File: src/rtl/wb_pkg.sv
// rtl/wb_pkg.sv - writeback stage state encoding and load funct3 codes
package wb_pkg;

    typedef enum logic [1:0] {
        ST_IDLE     = 2'd0,
        ST_WAIT_MEM = 2'd1,
        ST_WRITE    = 2'd2
    } wb_state_e;

    localparam logic [2:0] F3_LB  = 3'b000;
    localparam logic [2:0] F3_LH  = 3'b001;
    localparam logic [2:0] F3_LW  = 3'b010;
    localparam logic [2:0] F3_LBU = 3'b100;
    localparam logic [2:0] F3_LHU = 3'b101;

endpackage

File: src/rtl/load_align.sv
// rtl/load_align.sv - selects and extends the loaded byte/half/word from an aligned memory word
module load_align
    import wb_pkg::*;
#(
    parameter int DATA_WIDTH = 32
) (
    input  logic [2:0]            funct3,
    input  logic [1:0]            addr,
    input  logic [DATA_WIDTH-1:0] word,
    output logic [DATA_WIDTH-1:0] data
);

    logic [7:0]  byte_sel;
    logic [15:0] half_sel;

    always_comb begin
        byte_sel = word[7:0];
        case (addr)
            2'd0:    byte_sel = word[7:0];
            2'd1:    byte_sel = word[15:8];
            2'd2:    byte_sel = word[23:16];
            default: byte_sel = word[31:24];
        endcase
        // Halfword loads ignore addr[0]; misaligned halves read the containing half.
        half_sel = addr[1] ? word[31:16] : word[15:0];

        data = '0;
        case (funct3)
            F3_LB:   data = {{(DATA_WIDTH-8){byte_sel[7]}}, byte_sel};
            F3_LH:   data = {{(DATA_WIDTH-16){half_sel[15]}}, half_sel};
            F3_LW:   data = word;
            F3_LBU:  data = {{(DATA_WIDTH-8){1'b0}}, byte_sel};
            F3_LHU:  data = {{(DATA_WIDTH-16){1'b0}}, half_sel};
            default: data = '0;
        endcase
    end

endmodule

File: src/rtl/wb_stage.sv
// rtl/wb_stage.sv - writeback stage: ALU results and load returns to the register file; WB_FWD_EN adds forwarding ports
module wb_stage
    import wb_pkg::*;
#(
    parameter int DATA_WIDTH = 32,
    parameter int ADDR_WIDTH = 5
) (
    input  logic                  clk,
    input  logic                  rst,
    input  logic                  in_valid,
    output logic                  in_ready,
    input  logic [ADDR_WIDTH-1:0] in_rd,
    input  logic                  in_wen,
    input  logic                  in_is_load,
    input  logic [2:0]            in_funct3,
    input  logic [DATA_WIDTH-1:0] in_result,
    input  logic                  mem_rdata_valid,
    input  logic [DATA_WIDTH-1:0] mem_rdata,
    output logic                  mem_rdata_ready,
    output logic                  rf_wen,
    output logic [ADDR_WIDTH-1:0] rf_waddr,
    output logic [DATA_WIDTH-1:0] rf_wdata,
    output logic                  busy
`ifdef WB_FWD_EN
    ,
    output logic                  fwd_pending,
    output logic [ADDR_WIDTH-1:0] fwd_rd,
    output logic                  fwd_data_valid,
    output logic [DATA_WIDTH-1:0] fwd_data
`endif
);

    wb_state_e             state_q, state_d;
    logic [ADDR_WIDTH-1:0] rd_q, rd_d;
    logic                  wen_q, wen_d;
    logic [2:0]            funct3_q, funct3_d;
    logic [1:0]            addr_q, addr_d;
    logic [DATA_WIDTH-1:0] result_q, result_d;
    logic                  rf_wen_q, rf_wen_d;
    logic [ADDR_WIDTH-1:0] rf_waddr_q, rf_waddr_d;
    logic [DATA_WIDTH-1:0] rf_wdata_q, rf_wdata_d;
    logic [DATA_WIDTH-1:0] load_data;

    load_align #(
        .DATA_WIDTH(DATA_WIDTH)
    ) u_load_align (
        .funct3(funct3_q),
        .addr  (addr_q),
        .word  (mem_rdata),
        .data  (load_data)
    );

    always_comb begin
        state_d  = state_q;
        rd_d     = rd_q;
        wen_d    = wen_q;
        funct3_d = funct3_q;
        addr_d   = addr_q;
        result_d = result_q;

        case (state_q)
            ST_IDLE: begin
                if (in_valid) begin
                    rd_d     = in_rd;
                    wen_d    = in_wen;
                    funct3_d = in_funct3;
                    addr_d   = in_result[1:0];
                    result_d = in_result;
                    state_d  = in_is_load ? ST_WAIT_MEM : ST_WRITE;
                end
            end
            ST_WAIT_MEM: begin
                if (mem_rdata_valid) begin
                    result_d = load_data;
                    state_d  = ST_WRITE;
                end
            end
            ST_WRITE: state_d = ST_IDLE;
            default:  state_d = ST_IDLE;
        endcase

        // Write-port outputs are registered, so they are computed from the state being entered.
        rf_wen_d   = (state_d == ST_WRITE) && wen_d && (rd_d != '0);
        rf_waddr_d = (state_d == ST_WRITE) ? rd_d : '0;
        rf_wdata_d = (state_d == ST_WRITE) ? result_d : '0;
    end

    always_ff @(posedge clk or posedge rst) begin
        if (rst) begin
            state_q    <= ST_IDLE;
            rd_q       <= '0;
            wen_q      <= 1'b0;
            funct3_q   <= '0;
            addr_q     <= '0;
            result_q   <= '0;
            rf_wen_q   <= 1'b0;
            rf_waddr_q <= '0;
            rf_wdata_q <= '0;
        end else begin
            state_q    <= state_d;
            rd_q       <= rd_d;
            wen_q      <= wen_d;
            funct3_q   <= funct3_d;
            addr_q     <= addr_d;
            result_q   <= result_d;
            rf_wen_q   <= rf_wen_d;
            rf_waddr_q <= rf_waddr_d;
            rf_wdata_q <= rf_wdata_d;
        end
    end

    assign in_ready        = (state_q == ST_IDLE);
    assign mem_rdata_ready = (state_q == ST_WAIT_MEM);
    assign busy            = (state_q != ST_IDLE);
    assign rf_wen          = rf_wen_q;
    assign rf_waddr        = rf_waddr_q;
    assign rf_wdata        = rf_wdata_q;

`ifdef WB_FWD_EN
    assign fwd_pending    = (state_q != ST_IDLE) && wen_q && (rd_q != '0);
    assign fwd_rd         = rd_q;
    assign fwd_data_valid = (state_q == ST_WRITE);
    assign fwd_data       = rf_wdata_q;
`endif

endmodule

File: config.mk
export PLATFORM = sky130hd
export DESIGN_NAME = wb_stage
export DESIGN_NICKNAME = d
export VERILOG_FILES = /design/src/rtl/wb_pkg.sv /design/src/rtl/load_align.sv /design/src/rtl/wb_stage.sv
export SDC_FILE = /design/constraint.sdc
export NUM_CORES = 1
export LEC_CHECK = 0
export CORE_ASPECT_RATIO = 1.5
export CORE_UTILIZATION = 52
export DETAILED_ROUTE_END_ITERATION = 10
export GPL_TIMING_DRIVEN = 0
export PLACE_DENSITY = 0.9
export RECOVER_POWER = 25
export SLEW_MARGIN = 10
export SYNTH_ARGS = -nofsm -noshare
export SYNTH_HDL_FRONTEND = slang
export SYNTH_SLANG_ARGS = --single-unit
File: constraint.sdc
create_clock -name clk -period 6.33 [get_ports clk]
set_input_delay 1.266 -clock clk [delete_from_list [all_inputs] [get_ports clk]]
set_output_delay 1.266 -clock clk [all_outputs]
set_load 0.01 [all_outputs]
==> results.md <==
* Worst VDD drop at 0.207 mV
* CP Cell Sequence: or2_2 -> inv_1 -> clkdlybuf4s50_1
* GP Congestion at 0.898
* Syn Area/Cell at 11.5 um2
* Mapped Area at 0.00418 mm2
* Slowest-stage cell, CP: clkdlybuf4s50_1
* Clock root buffer: clkbuf_16
* P&R area growth vs syn at 38.4%
* Slew HR at -0.123
* Slew Limit Fails at 37
* TritonCTS clock tree: done
* Final setup TNS at 0 ns
* Yosys Warn Count at 0
* Worst Reg-to-Reg Cells at 5
* Endpoints failing hold at 0
* Vias per cell at 6.51
* Outcome: finished, violations left
* CTS resizes at 0
* Synth Register Bits at 83
* Worst hold margin at 0.494 ns
* DRC at 0
* Initial Util at 0.543
* Area of the multi-input gates at 0.00192 mm2
* Htree depth at 3
* Peak per-stage delay on the critical path at 0.52 ns
* Hold Path Depth at 2
* Pre-antenna DRT Iters at 8
* Ys flop type: dfrtp_1
* Worst setup SP type: flip-flop
* CORE AREA at 0.00771 mm2
* Setup violations, final at 0
* Initial antenna violation count at 0
* Cells after synthesis at 364
* Final wirelength at 12400 um
* Sequential area share after synthesis at 0.496
* Largest net degree at the start of global routing at 48
* Share of cells above drive strength 1 at 0.131
* Diodes inserted at 0
* Hold_buf cts at 0
* Reg2reg end: rf_wdata[19]$_DFF_PP0_
* Setup repair after global routing missed its margin: false
* Clk_skew at 0.00570 ns
* Hold Path Origin: result_q[2]$_DFF_PP0_
* Nets at 572
* FF+latch area at 0.00208 mm2
* Num Clock Sinks at 83
* Die area at 0.00842 mm2
* Post-synth net total at 442
* Number of placement rows at 39
* DIE WIDTH at 75.2 um
* Final worst slack at 3.36 ns
* Hpwl dp at 8990 um
* Worst-path clk slew at 0.06 ns
* Lkg Pwr at 2.45 nW
* Ports at 119
* Max-cap viol count at 1
* Vias in the first global route at 3939
* Worst Setup End Kind: primary output
* Chip height at 112 um
* CP top delay family: buffers and inverters
* Postcts setup bufs at 0
* Worst Tran Pin Value at 1.67 ns
* Worst Hold Class: reg -> reg
* Post-route design area at 0.00579 mm2
* Antenna Nets Post-Route at 0
* PwrDens at 314 mW/mm2
* Critical path required time at 5.06 ns
* Crit path DAT at 1.71 ns
* Fill cells at 553
* Crit path max fanout at 8
* R2R Path Start: state_q[0]$_DFF_PP0_
* Post-DP Area at 0.00552 mm2
* Asr flop ratio synth at 1.00
* Fmax at 336 MHz
* Tot GR Track Use at 0.315
* First-pass GRT wire length at 19500 um
* DRT iter0 DRCs at 297
* Period minus WS final at 2.97 ns
* GR Overflow Total at 0
* Post-synth EDFFs at 0
* CP Buf/Inv Count at 2
* Unique cell type count in the Yosys netlist at 44
* Violated checks: max-capacitance violations, max-slew violations
* Hold path endpoint: result_q[2]$_DFF_PP0_
* Routed vias at 3897
* Wire per inst at 20.8 um
* I/O Buffers at 118
* Final period util at 0.470
* CTS Buf Count at 9
* CTS max path bufs at 2
* Clk_lat worst skew at 0.34 ns
* CP Class: reg -> out
* Pre-CTS setup slack at 3.07 ns
* Reg2reg setup slack at 4.31 ns
==> routing by layer <==
metal	routed length [um]	part of all wire	up-vias	track usage
met5	0	0	-	0
met4	636	0.051	0	0.219
met3	960	0.077	64	0.0570
met2	6480	0.52	245	0.518
met1	4360	0.35	1886	0.360
li1	-	-	1702	-
==> tightest hold or removal path: cells and delay by family (launching register included) <==
kind	cells	cell delay, ns
flip-flops	1	0.34
AO/OA/AOI/OAI	1	0.07
AND/OR/NAND/NOR	1	0.05
==> through the flow <==
stage | power [mW] | util | cells
3_5_place_dp | 1.33 | 0.716 | 585
3_3_place_gp | 1.30 | 0.712 | 584
6_report | 1.82 | 0.751 | 599
5_1_grt | 1.90 | 0.751 | 599
4_1_cts | 1.81 | 0.751 | 599
2_1_floorplan | 1.10 | - | 364
==> flip-flops by register name (all words and copies together), names as in the netlist <==
register	count
rf_waddr	5
result_q	32
wen_q	1
rf_wdata	32
addr_q	2
rf_wen	1
funct3_q	3
state_q	2
rd_q	5
==> logic make-up (layout without fill, tap and decap cells) <==
family	count (synthesis)	in the layout	synth area share
simple gates	53	53	0.0724
compound gates	155	155	0.275
buf+inv	37	170	0.0455
mux	36	36	0.111
flops	83	83	0.496
==> final cells by class <==
type / instances / area share
clock buffer: 12 / 0.0443
tap: 102 / 0.0220
clock inverter: 2 / 0.00216
buffer: 31 / 0.0290
timing repair buffer: 119 / 0.209
inverter: 6 / 0.00411
sequential: 83 / 0.359
multi-input combinational: 244 / 0.331
==> synth_stat cells (2+ instances only) <==
master | n | area [um2]
nor2_1 | 3 | 11.3
a22oi_1 | 10 | 75.1
clkinv_1 | 2 | 7.51
mux2i_1 | 19 | 190
dfrtp_1 | 83 | 2080
a32o_1 | 5 | 50.1
nand2b_1 | 3 | 18.8
buf_4 | 5 | 37.5
and2_1 | 8 | 50.1
nor4_1 | 2 | 12.5
nor2b_1 | 3 | 18.8
inv_1 | 4 | 15.0
a21o_1 | 2 | 15.0
and2_0 | 3 | 18.8
a22o_1 | 11 | 96.3
nor3b_2 | 2 | 25.0
nor3_1 | 2 | 10.0
mux4_2 | 6 | 135
nand2_1 | 20 | 75.1
a211oi_1 | 17 | 128
o2bb2ai_1 | 16 | 140
o31ai_1 | 2 | 15.0
a222oi_1 | 16 | 160
o21ai_0 | 7 | 35.0
o21ai_1 | 20 | 100
a21oi_1 | 29 | 145
clkbuf_1 | 5 | 18.8
buf_2 | 19 | 95.1
mux2_2 | 10 | 113
a221oi_1 | 16 | 140
==> cells in the final DEF (no fill, tap or decap), types with 7 or more instances in the layout <==
cell type        count
a221oi_1            16
clkdlybuf4s50_1    117
mux2_2              10
dfrtp_1             83
a211oi_1            17
nand2_1             20
o21ai_0              7
clkbuf_16            9
o2bb2ai_1           16
a222oi_1            16
o21ai_1             20
mux2i_1             19
and2_1               8
buf_2               19
a22o_1              11
a22oi_1             10
a21oi_1             29
==> worst max-delay path by stage <==
| stage | cells after the start | endpoint | from |
|---|---|---|---|
| floorplan | 1 | addr_q[0]$_DFFE_PP0P_ | rst |
| global placement | 2 | rf_wdata[22]$_DFF_PP0_ | rst |
| detailed placement | 5 | rf_wdata[28]$_DFF_PP0_ | in_valid |
| CTS | 3 | in_ready | state_q[1]$_DFF_PP0_ |
| global route | 3 | in_ready | state_q[1]$_DFF_PP0_ |
| finish | 3 | in_ready | state_q[1]$_DFF_PP0_ |
==> where the power goes <==
part	switching, mW	internal [mW]	leakage, nW
logic	0.335	0.310	1.22
registers	0.0637	0.633	1.09
clock network	0.197	0.282	0.131
total	0.596	1.23	2.45
(Power assumes the default switching activity.)
